$ cat src/rtl/wb_arbiter.sv
// wb_arbiter: merges ALU and long-latency writebacks onto the regfile write port (we3/wa3/wd3).
// Optional WB_BYPASS_EN adds combinational read forwarding from the write port.
module wb_arbiter #(
   parameter int XLEN = 32,
   parameter int AW = 5,
   parameter int DEPTH = 2,
   parameter int STARVE_MAX = 4
) (
   input  logic clk,
   input  logic reset_n,
   input  logic alu_we,
   input  logic [AW-1:0] alu_wa,
   input  logic [XLEN-1:0] alu_wd,
   output logic alu_stall,
   input  logic ll_valid,
   output logic ll_ready,
   input  logic [AW-1:0] ll_wa,
   input  logic [XLEN-1:0] ll_wd,
   output logic we3,
   output logic [AW-1:0] wa3,
   output logic [XLEN-1:0] wd3,
`ifdef WB_BYPASS_EN
   input  logic [AW-1:0] ra1,
   input  logic [AW-1:0] ra2,
   input  logic [XLEN-1:0] rd1,
   input  logic [XLEN-1:0] rd2,
   output logic [XLEN-1:0] fwd1,
   output logic [XLEN-1:0] fwd2,
`endif
   output logic [$clog2(DEPTH+1)-1:0] ll_count,
   output logic err
);
   localparam int PW = $clog2(DEPTH);
   localparam int CW = $clog2(DEPTH+1);
   localparam int SW = $clog2(STARVE_MAX+1);
   localparam logic [CW-1:0] FULL = CW'(DEPTH);
   localparam logic [SW-1:0] SMAX = SW'(STARVE_MAX);
   logic [DEPTH-1:0] v;
   logic [AW-1:0] wa_q [DEPTH];
   logic [XLEN-1:0] wd_q [DEPTH];
   logic [PW-1:0] head, tail;
   logic [SW-1:0] starve;
   logic ne, alu_win, pop, store, starved;
   always_comb begin
      ne = ll_count != '0;
      ll_ready = reset_n && ll_count != FULL;
      alu_win = !alu_stall && alu_we && alu_wa != '0;
      pop = ne && !alu_win;
      store = ll_valid && ll_ready && ll_wa != '0;
      starved = ne && alu_win && starve + 1'b1 == SMAX;
   end
   always_ff @(posedge clk) begin
      if (!reset_n) begin
         v <= '0;
         head <= '0;
         tail <= '0;
         ll_count <= '0;
         starve <= '0;
         alu_stall <= 1'b0;
         err <= 1'b0;
         we3 <= 1'b0;
         wa3 <= '0;
         wd3 <= '0;
      end else begin
         // a winning ALU write is younger than anything queued for the same register
         for (int i = 0; i < DEPTH; i++)
            if (alu_win && wa_q[i] == alu_wa) v[i] <= 1'b0;
         // the entry pushed this cycle overrides the kill above
         if (store) begin
            v[tail] <= 1'b1;
            wa_q[tail] <= ll_wa;
            wd_q[tail] <= ll_wd;
            tail <= tail + 1'b1;
         end
         if (pop) head <= head + 1'b1;
         ll_count <= ll_count + CW'(store) - CW'(pop);
         starve <= (pop || !ne || starved) ? '0 : starve + 1'b1;
         alu_stall <= starved;
         err <= err || (alu_we && alu_stall);
         we3 <= pop ? v[head] : alu_win;
         if (pop || alu_win) begin
            wa3 <= pop ? wa_q[head] : alu_wa;
            wd3 <= pop ? wd_q[head] : alu_wd;
         end
      end
   end
`ifdef WB_BYPASS_EN
   always_comb begin
      fwd1 = (we3 && wa3 == ra1 && ra1 != '0) ? wd3 : rd1;
      fwd2 = (we3 && wa3 == ra2 && ra2 != '0) ? wd3 : rd2;
   end
`endif
endmodule

$ cat config.mk
export PLATFORM = sky130hd
export DESIGN_NAME = wb_arbiter
export DESIGN_NICKNAME = d
export VERILOG_FILES = /design/src/rtl/wb_arbiter.sv
export SDC_FILE = /design/constraint.sdc
export NUM_CORES = 1
export LEC_CHECK = 0
export ABC_AREA = 0
export BUFFER_PORTS_ARGS = -buffer_cell sky130_fd_sc_hd__clkbuf_2
export CAP_MARGIN = 20
export CORE_MARGIN = 2
export CORE_UTILIZATION = 45
export CTS_BUF_LIST = sky130_fd_sc_hd__clkbuf_16
export DETAILED_ROUTE_END_ITERATION = 10
export GPL_ROUTABILITY_DRIVEN = 0
export PLACE_DENSITY = 0.69
export SLEW_MARGIN = 0
export SYNTH_ARGS = -nofsm -noshare
export SYNTH_HDL_FRONTEND = slang
export SYNTH_SLANG_ARGS = --single-unit
$ cat constraint.sdc
create_clock -name clk -period 9.3 [get_ports clk]
set_clock_uncertainty 0.2 [all_clocks]
set_input_delay 1.86 -clock clk [delete_from_list [all_inputs] [get_ports clk]]
set_output_delay 1.86 -clock clk [all_outputs]
set_load 0.005 [all_outputs]
# Yosys cells after proc, flatten, opt, wreduce, memory -nomap -nowiden
# Memories as Yosys holds them, arrays and structs flattened. A register that Yosys moved wholly into a read port is not among the register bits.
# Cells that the tools add are included.
[classes] div_mod_pow=0 multipliers=0 eq_ne=4 order_cmp=3 muxes=19 shift=0 reduce_logical=23 addsub=5 bitwise_logic=2
[ops] cell="$mux W32" n=1
[ops] cell="$mux W1" n=15
[ops] cell="$logic_and A1 B1 Y1" n=12
[ops] cell="$eq A5 B5 Y1" n=2
[ops] cell="$reduce_bool A5 Y1" n=2
[ops] cell="$mux W5" n=1
[ops] cell="$logic_or A1 B1 Y1" n=4
[ops] cell="$lt A1 B2 Y1 const B" n=2
[ops] cell="$add A3 B1 Y3 const B" n=1
[ops] cell="$eq A3 B3 Y1 const B" n=1
[ops] cell="$logic_not A1 Y1" n=3
[ops] cell="$add A1 B1 Y1 const B" n=2
[ops] cell="$add A2 B1 Y2" n=1
[ops] cell="$mux W2" n=1
[ops] cell="$ne A2 B2 Y1 const B" n=1
[ops] cell="$or A2 B2 Y2" n=1
[ops] cell="$reduce_bool A2 Y1" n=1
[ops] cell="$reduce_or A2 Y1" n=1
[ops] cell="$sub A2 B1 Y2" n=1
[ops] cell="$demux W1 S1" n=1
[ops] cell="$ge A1 B1 Y1 const B" n=1
[ops] cell="$not A1 Y1" n=1
[word_totals] in_bits=78 wordCells=68 mem_bits_rw=74 mem_count=2 latchBits=0 mem_bits_ro=0 ff_bits=49
[mem_list] name="wd_q" depth=2 word_bits=32 rd=1 rd_clocked_by_memory_dff=1 wr=1 line_no="40" rtl="logic [XLEN-1:0] wd_q [DEPTH];"
[mem_list] name="wa_q" depth=2 word_bits=5 rd=3 rd_clocked_by_memory_dff=1 wr=1 line_no="39" rtl="logic [AW-1:0] wa_q [DEPTH];"

# Longest topological paths before layout
[depth] depth_word=8 ltp_mapped=9

# Worst setup path after synthesis
# Ideal clock, no wire load.
[synth_timing] path_kind="input to register" startpoint="input port reset_n" endpoint="memory wa_q[1][0], enable pin" path_slack_ps=3928 arrival_time_ps=4692 n_path_buf=0 path_stages=2 cell_sequence="o21ai_0 > nor3_1"
[synth_via] elab_chain_cells=6
[synth_lines] item="start: declaration" line_no="10" rtl="input logic reset_n,"
[synth_lines] item="$logic_and A1 B1 Y1" line_no="46" rtl="ll_ready = reset_n && ll_count != FULL;"
[synth_lines] item="$logic_and A1 B1 Y1 (2 in a row)" line_no="49" rtl="store = ll_valid && ll_ready && ll_wa != '0;"
[synth_lines] item="$mux W1" line_no="69" rtl="if (store) begin"
[synth_lines] item="$mux W1 (*)" line_no="53" rtl="if (!reset_n) begin"
[synth_lines] item="$mux W1 (implied by the code) (*)" line_no="71" rtl="wa_q[tail] <= ll_wa;"
[synth_lines] item="end: declaration" line_no="39"
# Mark *: on every way between the ends. The rest lies on a longest branch, timed or not.

# Final worst setup path
[layout_timing] startpoint="input port reset_n" endpoint="output port ll_ready"
[layout_via] elab_chain_cells=1
[layout_lines] item="$logic_and A1 B1 Y1" line_no="46"
[layout_lines] item="end: declaration" line_no="16" rtl="output logic ll_ready,"
# No other way between the ends.

==> results.py <==
metrics = {
    "run_status": {
        "outcome": "finished, final reports clean",
    },
    "critical_path": {
        "timing.setup.critical_path_class": "in -> out",
        "crit_slowest_cell": "sky130_fd_sc_hd__o21ai_0",
        "required_ns": 7.24,
        "start_kind": "primary input",
        "max_stage_delay_ns": 0.26,
        "cp_cell_sequence": "clkbuf_2 > o21ai_0 > inv_1 > clkbuf_2",
        "cpMostUsedCell": "sky130_fd_sc_hd__clkbuf_2",
        "largest_delay_contributor_family_on_the_critical_path": "buffers and inverters",
        "setup.worst_path.end_class": "primary output",
        "crit_fanout": 6,
        "critical_path_buf_inv_count": 3,
        "cp_data_arrival_time_ns": 2.52,
    },
    "synth": {
        "synth.top_cells.by_area": "sky130_fd_sc_hd__edfxtp_1 (46%), sky130_fd_sc_hd__dfxtp_1 (21%), sky130_fd_sc_hd__mux2i_1 (7.8%)",
        "synthesis.area_mm2": 0.00488,
        "post-synth-top-area-fraction": 0.455,
        "synth_most_common_cell": "sky130_fd_sc_hd__nand2_1",
        "synth_common_cells": "sky130_fd_sc_hd__nand2_1 (78), sky130_fd_sc_hd__edfxtp_1 (74), sky130_fd_sc_hd__dfxtp_1 (50)",
        "synthFlopType": "sky130_fd_sc_hd__edfxtp_1",
        "library_cell_occupying_the_most_area_in_the_post_synthesis_netlist": "sky130_fd_sc_hd__edfxtp_1",
        "synth-seq-cells": 124,
        "synthesis.instances": 399,
        "synth.net_count": 480,
        "synthesis.yosys.warnings": 0,
        "synth_area_per_cell_um2": 12.2,
        "synth_sequential_area_ratio": 0.661,
        "post_synth_num_cell_types": 36,
        "synth_enable_flop_cells": 74,
        "synthArstFlopShare": 0,
    },
    "placed_design": {
        "post-place-cells": 638,
        "place.port_buffers": 120,
        "dp_wirelength_mm": 7.01,
        "placed_area_mm2": 0.00560,
    },
    "grt": {
        "first_global_vias": 3508,
        "first_pass_grt_wire_length_mm": 17.4,
        "grt_usage": 0.199,
        "maximum_number_of_pins_on_one_net_before_global_route_repair": 79,
        "antenna_found_initial": 0,
        "globalRouteOverflowTotal": 0,
    },
    "sta": {
        "setup_viol": 0,
        "rsz0062_at_grt": "no",
        "min_period_over_period": 0.493,
        "report.final.slew_viol_count": 0,
        "layout_min_cycle_time_ns": 4.58,
        "fmaxAchievable_mhz": 218,
        "setup_tns_ns": 0,
        "hold_violations": 0,
        "timing_worst_slew_pin_value_ns": 0.852,
        "worst_slew_margin_rel": 0.431,
    },
    "routing": {
        "avgRoutedWirePerCell_um": 16.3,
        "antenna_left": 0,
        "drt-total-wl_mm": 10.9,
        "routed_via_density": 5.26,
        "drcViolationCount": 0,
        "routed-via-count": 3521,
        "drt_iter0_markers": 208,
        "drt_pre_antenna_iters": 4,
    },
    "clock_network": {
        "htree_levels": 4,
        "ctsRootBufferMaster": "sky130_fd_sc_hd__clkbuf_16",
        "clock_sinks": 124,
        "clockBufferDepth": 2,
        "cts_inserted_buffers": 17,
        "clk-insertion-delay-late_ns": 0.41,
        "cts.hold.buffers_added": 0,
        "post-cts-setup-buffers": 0,
        "worst_setup_hold_path_clk_slew_ns": 0.05,
        "cts.repair.resized": 0,
        "cts_tree": "built",
    },
    "flow_run": {
        "drv.max_cap_violation_count": 0,
    },
    "pwr": {
        "power.density_mw_per_mm2": 279,
        "vdd_drop_max_mv": 0.205,
        "power.leakage_nw": 2.43,
    },
    "finish": {
        "layout-drive-gt1-share": 0.298,
        "nNetsFinal": 598,
        "multi_input_logic_area_mm2": 0.00153,
        "fillerInstances": 906,
        "area_growth_syn_to_layout_pct": 27.1,
        "count_of_placed_standard_cells_in_the_final_layout_fillers_left_out": 670,
        "n_antenna_cell": 0,
        "final_area_mm2": 0.00620,
        "final_core_utilization": 0.580,
        "sequential_cell_area_mm2": 0.00322,
    },
    "hold_path": {
        "timing.hold.worst.class": "reg -> reg",
    },
    "die": {
        "placeableCoreArea_mm2": 0.0107,
        "die-height_um": 108,
        "fp.dieW_um": 108,
        "design.portCount": 121,
        "floorplan_die_area_mm2": 0.0117,
        "floorplan.rows": 38,
        "initial_core_util": 0.456,
    },
}
-- through the flow --
stage,total power [mW],hold WS (ns),worst slack [ns]
6_report,1.73,0.266,4.72
5_1_grt,1.81,0.285,4.64
4_1_cts,1.74,0.276,4.71
3_5_place_dp,1.07,0.269,4.73
3_3_place_gp,1.06,0.230,4.77
2_1_floorplan,0.952,0.221,3.93
-- cell families (layout without fill, tap and decap cells) --
family / after synthesis / count (layout) / synth area share
and+or+nand+nor: 98 / 98 / 0.0838
DFF: 124 / 124 / 0.661
muxes: 39 / 39 / 0.0803
buffers and inverters: 33 / 164 / 0.0290
AOI/OAI and AO/OA: 90 / 90 / 0.117
adders and majority gates: 3 / 3 / 0.00769
xor gates and xnor gates: 12 / 12 / 0.0215
-- cells in the final DEF, fill, tap and decap left out, types with 2 or more instances in the layout --
cell	instances
sky130_fd_sc_hd__mux2i_1	38
sky130_fd_sc_hd__nor2_1	5
sky130_fd_sc_hd__ha_1	3
sky130_fd_sc_hd__clkbuf_16	19
sky130_fd_sc_hd__or2_2	2
sky130_fd_sc_hd__xor2_1	6
sky130_fd_sc_hd__clkinv_1	4
sky130_fd_sc_hd__o21a_1	2
sky130_fd_sc_hd__edfxtp_1	74
sky130_fd_sc_hd__bufinv_16	3
sky130_fd_sc_hd__buf_4	6
sky130_fd_sc_hd__o211ai_1	37
sky130_fd_sc_hd__nand3_1	2
sky130_fd_sc_hd__inv_1	9
sky130_fd_sc_hd__xnor2_1	6
sky130_fd_sc_hd__dfxtp_1	49
sky130_fd_sc_hd__a21oi_1	43
sky130_fd_sc_hd__clkinv_2	2
sky130_fd_sc_hd__or4_1	2
sky130_fd_sc_hd__nor2b_1	2
sky130_fd_sc_hd__clkbuf_2	120
sky130_fd_sc_hd__o21ai_0	2
sky130_fd_sc_hd__nand2_1	78
-- final timing paths --
| check | from | end | slack, ns | cells past startpoint |
|---|---|---|---|---|
| worst max-delay path | reset_n | ll_ready | 4.72 | 4 |
| worst min-delay path | starve[0]$_SDFF_PP0_ | starve[0]$_SDFF_PP0_ | 0.27 | 1 |
| worst max register to register | ll_count[1]$_SDFF_PN0_ | ll_count[1]$_SDFF_PN0_ | 6.54 | 8 |
| worst min register to register | starve[0]$_SDFF_PP0_ | starve[0]$_SDFF_PP0_ | 0.27 | 1 |
-- where the power goes --
group	total [mW]	internal, mW	switching (mW)	leakage, nW
clock network	0.663	0.444	0.219	0.316
logic	0.370	0.149	0.220	1.02
registers	0.695	0.652	0.0431	1.09
total	1.73	1.25	0.482	2.43
-- routing by layer --
layer | part of all wire | vias up | GRT usage
met1 | 0.40 | 1686 | 0.243
met5 | 0 | - | 0
met4 | 0.018 | 0 | 0.0934
met2 | 0.51 | 121 | 0.322
met3 | 0.072 | 19 | 0.0615
li1 | - | 1695 | -
-- flip-flops by register name, indices dropped and copies added (netlist names), named ones only --
signal / count
wd_q: 64
wd3: 32
wa_q: 10
wa3: 5
starve: 3
ll_count: 2
v: 2
alu_stall: 1
err: 1
head: 1
tail: 1
we3: 1
-- worst reg2reg max path, cell delays in order (launching register included) --
cell and delay, ns:
sky130_fd_sc_hd__dfxtp_1 0.41, sky130_fd_sc_hd__or2_2 0.14, sky130_fd_sc_hd__buf_4 0.62, sky130_fd_sc_hd__o311ai_0 0.45
sky130_fd_sc_hd__nand2b_1 0.19, sky130_fd_sc_hd__ha_1 0.20, sky130_fd_sc_hd__xor2_1 0.08, sky130_fd_sc_hd__or2_2 0.28
sky130_fd_sc_hd__mux2i_1 0.12
-- area by class of cell --
| class | count | share of cell area |
|---|---|---|
| timing repair buffer | 126 | 0.104 |
| inverter | 6 | 0.00363 |
| tap | 140 | 0.0282 |
| clock inverter | 13 | 0.0210 |
| multi-input combinational | 242 | 0.246 |
| clock buffer | 19 | 0.0767 |
| sequential | 124 | 0.520 |
Note: power is estimated with default switching activity, not from simulation.
